**src/rtl/rf_write_arbiter.sv**
```systemverilog
// Shares the register-file write port between the writeback stage and a queued multi-cycle unit.
// Define RF_WRITE_ARBITER_BYPASS_EN to let an accepted result reach the port in the same cycle when the queue is empty.
module rf_write_arbiter #(
    parameter int DATA_WIDTH    = 32,
    parameter int ADDRESS_WIDTH = 5,
    parameter int DEPTH         = 4,
    parameter int STARVE_LIMIT  = 8
) (
    input  logic                     clk,
    input  logic                     rst_n,
    input  logic                     wb_we,
    input  logic [ADDRESS_WIDTH-1:0] wb_rd,
    input  logic [DATA_WIDTH-1:0]    wb_wd,
    input  logic                     mc_valid,
    input  logic [ADDRESS_WIDTH-1:0] mc_rd,
    input  logic [DATA_WIDTH-1:0]    mc_wd,
    output logic                     mc_ready,
    input  logic [ADDRESS_WIDTH-1:0] rs1,
    input  logic [ADDRESS_WIDTH-1:0] rs2,
    output logic                     hit1,
    output logic                     hit2,
    output logic [DATA_WIDTH-1:0]    fwd1,
    output logic [DATA_WIDTH-1:0]    fwd2,
    output logic                     rf_we,
    output logic [ADDRESS_WIDTH-1:0] rf_a3,
    output logic [DATA_WIDTH-1:0]    rf_wd,
    output logic                     stall_req
);

    localparam int PTR_W = (DEPTH > 1) ? $clog2(DEPTH) : 1;
    localparam int CNT_W = $clog2(DEPTH + 1);
    localparam int STV_W = $clog2(STARVE_LIMIT + 1);

    logic [ADDRESS_WIDTH-1:0] rd_q [DEPTH];
    logic [DATA_WIDTH-1:0]    wd_q [DEPTH];
    logic [DEPTH-1:0]         live_q;
    logic [PTR_W-1:0]         head_q;
    logic [PTR_W-1:0]         tail_q;
    logic [CNT_W-1:0]         count_q;
    logic [STV_W-1:0]         starve_q;
    logic                     stall_q;

    logic wb_act;
    logic empty;
    logic head_live;
    logic accept;
    logic bypass;
    logic enq;
    logic pop;

    assign wb_act    = wb_we && (wb_rd != '0);
    assign empty     = (count_q == '0);
    assign head_live = !empty && live_q[head_q];
    assign mc_ready  = rst_n && (count_q < CNT_W'(DEPTH));
    assign accept    = mc_valid && mc_ready;
`ifdef RF_WRITE_ARBITER_BYPASS_EN
    assign bypass    = empty && !wb_act && accept && (mc_rd != '0);
`else
    assign bypass    = 1'b0;
`endif
    // x0 results are accepted but dropped; bypassed results never occupy a slot
    assign enq       = accept && (mc_rd != '0) && !bypass;
    assign pop       = !empty && (!live_q[head_q] || !wb_act);
    assign stall_req = stall_q;

    always_comb begin
        rf_we = 1'b0;
        rf_a3 = '0;
        rf_wd = '0;
        if (!rst_n) begin
            rf_we = 1'b0;
        end else if (wb_act) begin
            rf_we = 1'b1;
            rf_a3 = wb_rd;
            rf_wd = wb_wd;
        end else if (head_live) begin
            rf_we = 1'b1;
            rf_a3 = rd_q[head_q];
            rf_wd = wd_q[head_q];
        end else if (bypass) begin
            rf_we = 1'b1;
            rf_a3 = mc_rd;
            rf_wd = mc_wd;
        end
    end

    // Scan oldest to youngest so the last match left standing is the youngest
    always_comb begin
        hit1 = 1'b0;
        hit2 = 1'b0;
        fwd1 = '0;
        fwd2 = '0;
        if (rst_n) begin
            for (int k = 0; k < DEPTH; k++) begin
                if (live_q[head_q + PTR_W'(k)] && (rd_q[head_q + PTR_W'(k)] == rs1) && (rs1 != '0)) begin
                    hit1 = 1'b1;
                    fwd1 = wd_q[head_q + PTR_W'(k)];
                end
                if (live_q[head_q + PTR_W'(k)] && (rd_q[head_q + PTR_W'(k)] == rs2) && (rs2 != '0)) begin
                    hit2 = 1'b1;
                    fwd2 = wd_q[head_q + PTR_W'(k)];
                end
            end
        end
    end

    always_ff @(posedge clk) begin
        if (enq) begin
            rd_q[tail_q] <= mc_rd;
            wd_q[tail_q] <= mc_wd;
        end
    end

    always_ff @(posedge clk) begin
        if (!rst_n) begin
            head_q   <= '0;
            tail_q   <= '0;
            count_q  <= '0;
            live_q   <= '0;
            starve_q <= '0;
            stall_q  <= 1'b0;
        end else begin
            for (int i = 0; i < DEPTH; i++) begin
                if (wb_act && (rd_q[i] == wb_rd)) begin
                    live_q[i] <= 1'b0;
                end
            end
            // Freed slots are marked dead so the lookup only ever sees occupied entries
            if (pop) begin
                live_q[head_q] <= 1'b0;
                head_q         <= head_q + PTR_W'(1);
            end
            // A concurrent writeback to the same register is younger, so the entry arrives dead
            if (enq) begin
                live_q[tail_q] <= !(wb_act && (mc_rd == wb_rd));
                tail_q         <= tail_q + PTR_W'(1);
            end
            count_q <= count_q + CNT_W'(enq) - CNT_W'(pop);

            if (empty || pop) begin
                starve_q <= '0;
                stall_q  <= 1'b0;
            end else if (head_live && wb_act) begin
                if (starve_q < STV_W'(STARVE_LIMIT)) begin
                    starve_q <= starve_q + STV_W'(1);
                end
                if (starve_q >= STV_W'(STARVE_LIMIT - 1)) begin
                    stall_q <= 1'b1;
                end
            end
        end
    end

endmodule

```
**config.mk**
```make
export PLATFORM = sky130hd
export DESIGN_NAME = rf_write_arbiter
export DESIGN_NICKNAME = d
export VERILOG_FILES = /design/src/rtl/rf_write_arbiter.sv
export SDC_FILE = /design/constraint.sdc
export NUM_CORES = 1
export LEC_CHECK = 0
export CORE_UTILIZATION = 35
export CTS_BUF_LIST = sky130_fd_sc_hd__clkbuf_4 sky130_fd_sc_hd__clkbuf_8
export DETAILED_ROUTE_END_ITERATION = 10
export SLEW_MARGIN = 0
export SYNTH_ARGS = -nofsm -noshare
export SYNTH_HDL_FRONTEND = slang
export SYNTH_SLANG_ARGS = --single-unit
export TNS_END_PERCENT = 100
```
**constraint.sdc**
```tcl
create_clock -name clk -period 7.43 [get_ports clk]
set_clock_uncertainty 0.15 [all_clocks]
set_input_delay 1.1145 -clock clk [delete_from_list [all_inputs] [get_ports clk]]
set_output_delay 1.1145 -clock clk [all_outputs]
set_load 0.01 [all_outputs]
```
==> impl_metrics.sql, run 1 <==
INSERT INTO impl_metrics (metric_group, metric, value, unit) VALUES
('cells_and_area', 'final_layout_size_suffix_gt1_frac', '0.1964', ''),
('power_and_ir_drop', 'power.density_cell_area', '265.9', 'nW/um^2'),
('clocking', 'cts.clk_slew.worst_paths', '90', 'ps'),
('logic_synthesis', 'yosys_warnings', '0', ''),
('sta', 'max_slew_margin', '0.2932', ''),
('hold_path', 'worstHoldStart', 'starve_q[1]', ''),
('sta', 'worst_slack', '1037', 'ps'),
('sta', 'finalHoldViolations', '0', ''),
('routing', 'wl_per_cell', '23.36', 'um'),
('floorplan', 'die_area', '35920', 'um^2'),
('sta', 'grt_setup_unrepaired', 'no', ''),
('critical_path', 'critical_setup_path_class', 'flop to output port', ''),
('placed_design', 'gp_routability_congestion', '0.9024', ''),
('sta', 'timing_worst_slew_pin_value', '1060', 'ps'),
('critical_path', 'critical-path-max-stage-delay', '630', 'ps'),
('sta', 'final_slew_viol_count', '0', ''),
('cells_and_area', 'most_frequent_standard_cell_in_the_layout_excluding_fill_and_tap_cells', 'sky130_fd_sc_hd__clkdlybuf4s50_1', ''),
('power_and_ir_drop', 'power.static_leakage', '4.735', 'nW'),
('cells_and_area', 'area_growth_synth_to_finish', '22.32', '%'),
('critical_path', 'critical_path.max_fanout', '61', ''),
('logic_synthesis', 'number_of_instances_in_the_synthesized_netlist', '1092', ''),
('cells_and_area', 'finalCoreUtilization', '0.4359', ''),
('cells_and_area', 'insertedDiodeCount', '0', ''),
('logic_synthesis', 'ff_latch_count_synth', '166', ''),
('routing', 'drcViolationCount', '0', ''),
('clocking', 'tritoncts', 'yes', ''),
('placed_design', 'post-place-ws', '1377', 'ps'),
('floorplan', 'core-area', '34540', 'um^2'),
('clocking', 'cts-htree-levels', '4', ''),
('global_routing', 'grt_overflow', '0', ''),
('critical_path', 'critPathCaptureType', 'output port', ''),
('cells_and_area', 'layoutNonFillerInstCount', '1692', ''),
('global_routing', 'track_usage', '0.2206', ''),
('cells_and_area', 'design.final.nets', '1324', ''),
('floorplan', 'initial_standard_cell_utilization_of_the_core', '0.3563', ''),
('critical_path', 'crit_chain', 'inv_1, ha_4, buf_4, inv_2, mux2i_1, xor2_1, nand4_1, nor2_4, buf_4, a21oi_1, a211oi_1, clkdlybuf4s50_1', ''),
('status', 'outcome', 'finished, final reports clean', ''),
('placed_design', 'post-place-cells', '1660', ''),
('critical_path', 'cp-startpoint', 'head_q[1]', ''),
('sta', 'layout_worst_path_cycle_share', '0.8604', ''),
('flow_run', 'max_cap_violations', '0', ''),
('clocking', 'cts-root-to-sink-buffers', '2', ''),
('logic_synthesis', 'postSynth.topFlopCell', 'sky130_fd_sc_hd__edfxtp_1', ''),
('sta', 'hold_ws', '385.1', 'ps'),
('global_routing', 'first_global_vias', '9939', ''),
('clocking', 'cts-buffers-inserted', '17', ''),
('logic_synthesis', 'synth-async-reset-ratio', '0', ''),
('power_and_ir_drop', 'ir_drop', '0.2701', 'mV'),
('critical_path', 'startpoint_types', 'flop', ''),
('hold_path', 'hold_class', 'flop to flop', ''),
('routing', 'routed_via_density', '5.893', ''),
('placed_design', 'port-buffer-count', '193', ''),
('critical_path', 'timing.critical_path.required', '6170', 'ps'),
('floorplan', 'fp.dieW', '189.5', 'um'),
('placed_design', 'placed_area', '14650', 'um^2'),
('global_routing', 'largest_net_degree_at_the_start_of_global_routing', '65', ''),
('routing', 'total_number_of_vias', '9971', ''),
('logic_synthesis', 'synth_cell_type_count', '51', ''),
('clocking', 'cts_setup_buffers', '0', ''),
('critical_path', 'critical-path-top-cell-by-count', 'sky130_fd_sc_hd__buf_4', ''),
('critical_path', 'crit_family', 'buffers and inverters', ''),
('critical_path', 'origin_of_the_critical_flop_to_flop_path', 'head_q[0]', ''),
('clocking', 'clock-root-buffer', 'sky130_fd_sc_hd__clkbuf_8', ''),
('floorplan', 'placement_rows', '68', ''),
('critical_path', 'worst_path_cell_with_the_longest_stage_delay', 'sky130_fd_sc_hd__clkdlybuf4s50_1', ''),
('global_routing', 'antenna_found_initial', '1', ''),
('critical_path', 'cp_data_arrival_time', '5130', 'ps'),
('logic_synthesis', 'synth_seq_area_share', '0.3904', ''),
('floorplan', 'io_pins', '194', ''),
('cells_and_area', 'final_cell_mix', '193 x sky130_fd_sc_hd__clkdlybuf4s50_1, 148 x sky130_fd_sc_hd__edfxtp_1, 110 x sky130_fd_sc_hd__nand2_1', ''),
('sta', 'finalSetupViolCount', '0', '');
layer usage:
layer / vias up / part of all wire / GRT usage
li1: 4504 / - / -
met1: 5040 / 0.43 / 0.2923
met2: 381 / 0.50 / 0.3729
met3: 44 / 0.058 / 0.03466
met4: 2 / 0.015 / 0.05924
met5: - / 0.00033 / 0
final timing paths:
path	end	slack, ps	cells past startpoint
setup / recovery	fwd2[31]	1040	12
hold / removal	starve_q[1]	390	2
setup reg to reg	count_q[2]	3560	10
hold reg to reg	starve_q[1]	390	2
cells in the mapped netlist (all sizes together) (13+ instances only):
master | count | area [um^2]
a211oi | 33 | 247.7
a21oi | 107 | 535.5
a221oi | 60 | 594.3
buf | 33 | 173.9
clkbuf | 74 | 277.8
dfxtp | 18 | 360.4
edfxtp | 148 | 4444
mux2 | 61 | 686.9
mux2i | 65 | 650.6
mux4 | 90 | 2027
nand2 | 110 | 412.9
nand3 | 13 | 65.06
nor2 | 56 | 210.2
o21ai | 35 | 175.2
or2 | 31 | 193.9
xnor2 | 53 | 464.2
xor2 | 17 | 148.9
state kept, by name, indices dropped and copies added, names as in the netlist, named ones only:
register and cells:
tail_q 2, starve_q 4, count_q 3, wd_q 128, live_q 4, stall_req 1, head_q 2, rd_q 20
worst register-to-register path: cells and delay by family (launching register included):
family	cells	cell delay (ps)
adder cells (fa/ha/maj)	3	880
buffers and inverters	3	800
multiplexers	1	710
AO/OA/AOI/OAI	1	630
flip-flops	1	350
XOR/XNOR	1	160
AND/OR/NAND/NOR	1	50
power by group:
part	leakage (nW)	switching, mW	internal, mW	total (mW)
combinational	3.05	1.24	0.967	2.21
sequential	1.49	0.0558	1.07	1.13
clock	0.196	0.331	0.338	0.668
layout make-up:
class / count / area [um^2]
fillers: 3276 / 19490
well taps: 455 / 569.3
repair buffers: 220 / 2135
clock buffers: 19 / 249.0
flip-flops and latches: 166 / 4812
inverters: 13 / 48.80
clock inverters: 13 / 156.4
multi-input cells: 806 / 7086
cells by family after synthesis:
family          after synthesis  share of synthesized area
mux                         216                     0.2734
simple gates                251                    0.09210
xor+xnor                     70                    0.04981
compound gates              257                     0.1409
flops                       166                     0.3904
fa+ha+maj                    12                    0.01281
buf+inv                     120                    0.04066
(Power assumes the default switching activity.)
==> run 2: changes to the inputs <==
--- a/config.mk
+++ b/config.mk
@@ -5,6 +5,7 @@
 export SDC_FILE = /design/constraint.sdc
 export NUM_CORES = 1
 export LEC_CHECK = 0
+export CORE_MARGIN = 4
 export CORE_UTILIZATION = 35
 export CTS_BUF_LIST = sky130_fd_sc_hd__clkbuf_4 sky130_fd_sc_hd__clkbuf_8
 export DETAILED_ROUTE_END_ITERATION = 10
==> constraint.sdc (replaced) <==
create_clock -name clk -period 7.4 [get_ports clk]
set_clock_uncertainty 0.15 [all_clocks]
set_input_delay 1.11 -clock clk [delete_from_list [all_inputs] [get_ports clk]]
set_output_delay 1.11 -clock clk [all_outputs]
set_load 0.01 [all_outputs]
==> run 2 against run 1 <==
  * Utilization down 0.20 points
  * Critical endpoint is now fwd1[31]
  * Via count down 0.53%
  * Clock power down 4.8%
  * Global-route usage down 1.9 points
  * Combinational power about the same
  * Cell count about the same
  * Setup slack worse by 130 ps
  * Routed wire length down 0.78%
  * Sequential cell count unchanged
  * Die area up 6.4%
  * Design area down 0.22%
==> impl_metrics.sql, run 2 (synthesis gave the netlist of run 1 again) <==
INSERT INTO impl_metrics (metric_group, metric, value, unit) VALUES
('floorplan', 'die_y', '195.5', 'um'),
('floorplan', 'die_area', '38230', 'um^2'),
('sta', 'layout_worst_path_cycle_share', '0.8767', ''),
('critical_path', 'cp_data_arrival_time', '5230', 'ps'),
('sta', 'fmaxAchievable', '0.1541', 'GHz'),
('critical_path', 'timing.critical_path.required', '6140', 'ps'),
('clocking', 'post_cts_hold_buffer_count', '0', ''),
('sta', 'timing_worst_slew_pin_value', '1111', 'ps'),
('clocking', 'tritoncts', 'yes', ''),
('clocking', 'cts-htree-levels', '4', ''),
('cells_and_area', 'fillCellCount', '3192', ''),
('flow_run', 'max_cap_violations', '0', ''),
('cells_and_area', 'largest_register_ff_count', '128', ''),
('routing', 'wl', '39.21', 'mm'),
('power_and_ir_drop', 'power.static_leakage', '4.706', 'nW'),
('floorplan', 'initial_standard_cell_utilization_of_the_core', '0.3554', ''),
('placed_design', 'post-place-ws', '1224', 'ps'),
('global_routing', 'grt_overflow', '0', ''),
('cells_and_area', 'largest_registers_ranked_by_flip_flop_count', 'wd_q: 128 flops, rd_q: 20 flops', ''),
('sta', 'final_slew_viol_count', '0', ''),
('placed_design', 'detailedPlacementHpwl', '26.53', 'mm'),
('cells_and_area', 'most_frequent_standard_cell_in_the_layout_excluding_fill_and_tap_cells', 'sky130_fd_sc_hd__clkdlybuf4s50_1', ''),
('global_routing', 'grt_first_pass_wirelength', '60.44', 'mm'),
('routing', 'drt-initial-drc-count', '869', ''),
('cells_and_area', 'final_layout_size_suffix_gt1_frac', '0.1953', ''),
('clocking', 'cts-buffers-inserted', '17', ''),
('power_and_ir_drop', 'ir_drop', '0.1700', 'mV'),
('clocking', 'cts_setup_buffers', '0', ''),
('routing', 'wl_per_cell', '23.19', 'um'),
('floorplan', 'placement_rows', '68', ''),
('cells_and_area', 'largest_register', 'wd_q', ''),
('clocking', 'post_cts.resized_instances', '0', ''),
('cells_and_area', 'final_cell_mix', '193 x sky130_fd_sc_hd__clkdlybuf4s50_1, 148 x sky130_fd_sc_hd__edfxtp_1, 110 x sky130_fd_sc_hd__nand2_1', ''),
('floorplan', 'core-area', '34630', 'um^2'),
('placed_design', 'post-place-cells', '1657', ''),
('global_routing', 'antenna_found_initial', '4', ''),
('clocking', 'clock-root-buffer', 'sky130_fd_sc_hd__clkbuf_8', ''),
('routing', 'routed_via_density', '5.865', ''),
('sta', 'setup_total_negative_slack', '0', 'ps'),
('critical_path', 'critPathCaptureType', 'output port', ''),
('cells_and_area', 'design.final.nets', '1321', ''),
('sta', 'grt_setup_unrepaired', 'no', ''),
('sta', 'worst_slack', '912.2', 'ps'),
('clocking', 'clock_insertion_delay_worst_skew', '460', 'ps'),
('sta', 'finalSetupViolCount', '0', ''),
('floorplan', 'fp.dieW', '195.5', 'um'),
('clocking', 'cts.sinks', '166', ''),
('cells_and_area', 'multi_input_area', '7086', 'um^2'),
('sta', 'final.min_clock_period', '6488', 'ps'),
('global_routing', 'track_usage', '0.2019', ''),
('routing', 'drcViolationCount', '0', ''),
('global_routing', 'first_global_vias', '9962', ''),
('global_routing', 'largest_net_degree_at_the_start_of_global_routing', '70', ''),
('status', 'outcome', 'finished, final reports clean', ''),
('hold_path', 'hold_class', 'flop to flop', ''),
('critical_path', 'critical_setup_path_class', 'flop to output port', ''),
('routing', 'drtPass1Iterations', '5', ''),
('routing', 'total_number_of_vias', '9918', ''),
('cells_and_area', 'layoutNonFillerInstCount', '1691', ''),
('sta', 'finalHoldViolations', '0', ''),
('placed_design', 'gp_routability_congestion', '0.8655', ''),
('cells_and_area', 'area_growth_synth_to_finish', '22.05', '%'),
('critical_path', 'reg2reg_slack', '3450', 'ps'),
('floorplan', 'io_pins', '194', ''),
('critical_path', 'startpoint_types', 'flop', ''),
('critical_path', 'critical_path.max_fanout', '69', ''),
('cells_and_area', 'layout.area.seq', '4812', 'um^2'),
('power_and_ir_drop', 'power.density_cell_area', '264.2', 'nW/um^2'),
('sta', 'max_slew_margin', '0.2592', ''),
('routing', 'drt.antenna.violating_nets', '0', ''),
('clocking', 'cts-root-to-sink-buffers', '2', ''),
('clocking', 'cts.clk_slew.worst_paths', '100', 'ps'),
('placed_design', 'port-buffer-count', '193', '');
[run 2: cell count changes in the layout (fill, tap and decap cells not counted), sizes merged]
cell and delta:
diode +2, inv +3, clkinv -2, clkinvlp +1, bufinv -2, buf -3
[run 2: where the power goes]
part	leakage, nW	internal, mW	switching, mW
clock network	0.179	0.282	0.354
registers	1.49	1.08	0.0453
logic	3.04	0.970	1.24
[run 2: layout make-up]
type                            instances  share of cell area
Tap cell                              455             0.03790
Clock inverter                         13            0.008079
Sequential cell                       166              0.3203
Clock buffer                           19             0.01699
Inverter                               13            0.003248
Timing Repair Buffer                  217              0.1414
Multi-Input combinational cell        806              0.4717
Antenna cell                            2           0.0003332
[run 2: final timing paths]
path                            cells past startpoint       from    endpoint
worst max-delay path                               10  head_q[0]    fwd1[31]
worst min register to register                      2  stall_req   stall_req
worst max register to register                     10  head_q[0]  count_q[2]
worst min-delay path                                2  stall_req   stall_req
[run 2: worst max-delay path: stages (launching register included)]
cell	delay, ps
sky130_fd_sc_hd__dfxtp_4	360
sky130_fd_sc_hd__buf_4	820
sky130_fd_sc_hd__mux2i_1	440
sky130_fd_sc_hd__xnor2_1	110
sky130_fd_sc_hd__a221o_1	300
sky130_fd_sc_hd__or4_2	630
sky130_fd_sc_hd__buf_4	350
sky130_fd_sc_hd__a211oi_1	250
sky130_fd_sc_hd__a311oi_1	80
sky130_fd_sc_hd__o41ai_1	720
sky130_fd_sc_hd__clkdlybuf4s50_1	680
[run 2: stage by stage]
stage	hold slack, ps	util	area [um^2]	total power [mW]
floorplan	340.2	-	12310	2.801
global placement	316.8	0.4228	14640	3.318
detailed placement	336.7	0.4228	14640	3.346
finish	350.5	0.4338	15020	3.969
CTS	361.2	0.4337	15020	3.991
global route	400.1	0.4337	15020	4.239
[run 2: routing by layer]
layer | wire [um] | track usage
met5 | 41 | 0
met4 | 1039 | 0.06206
met3 | 2607 | 0.04227
met2 | 19280 | 0.3377
met1 | 16250 | 0.2643
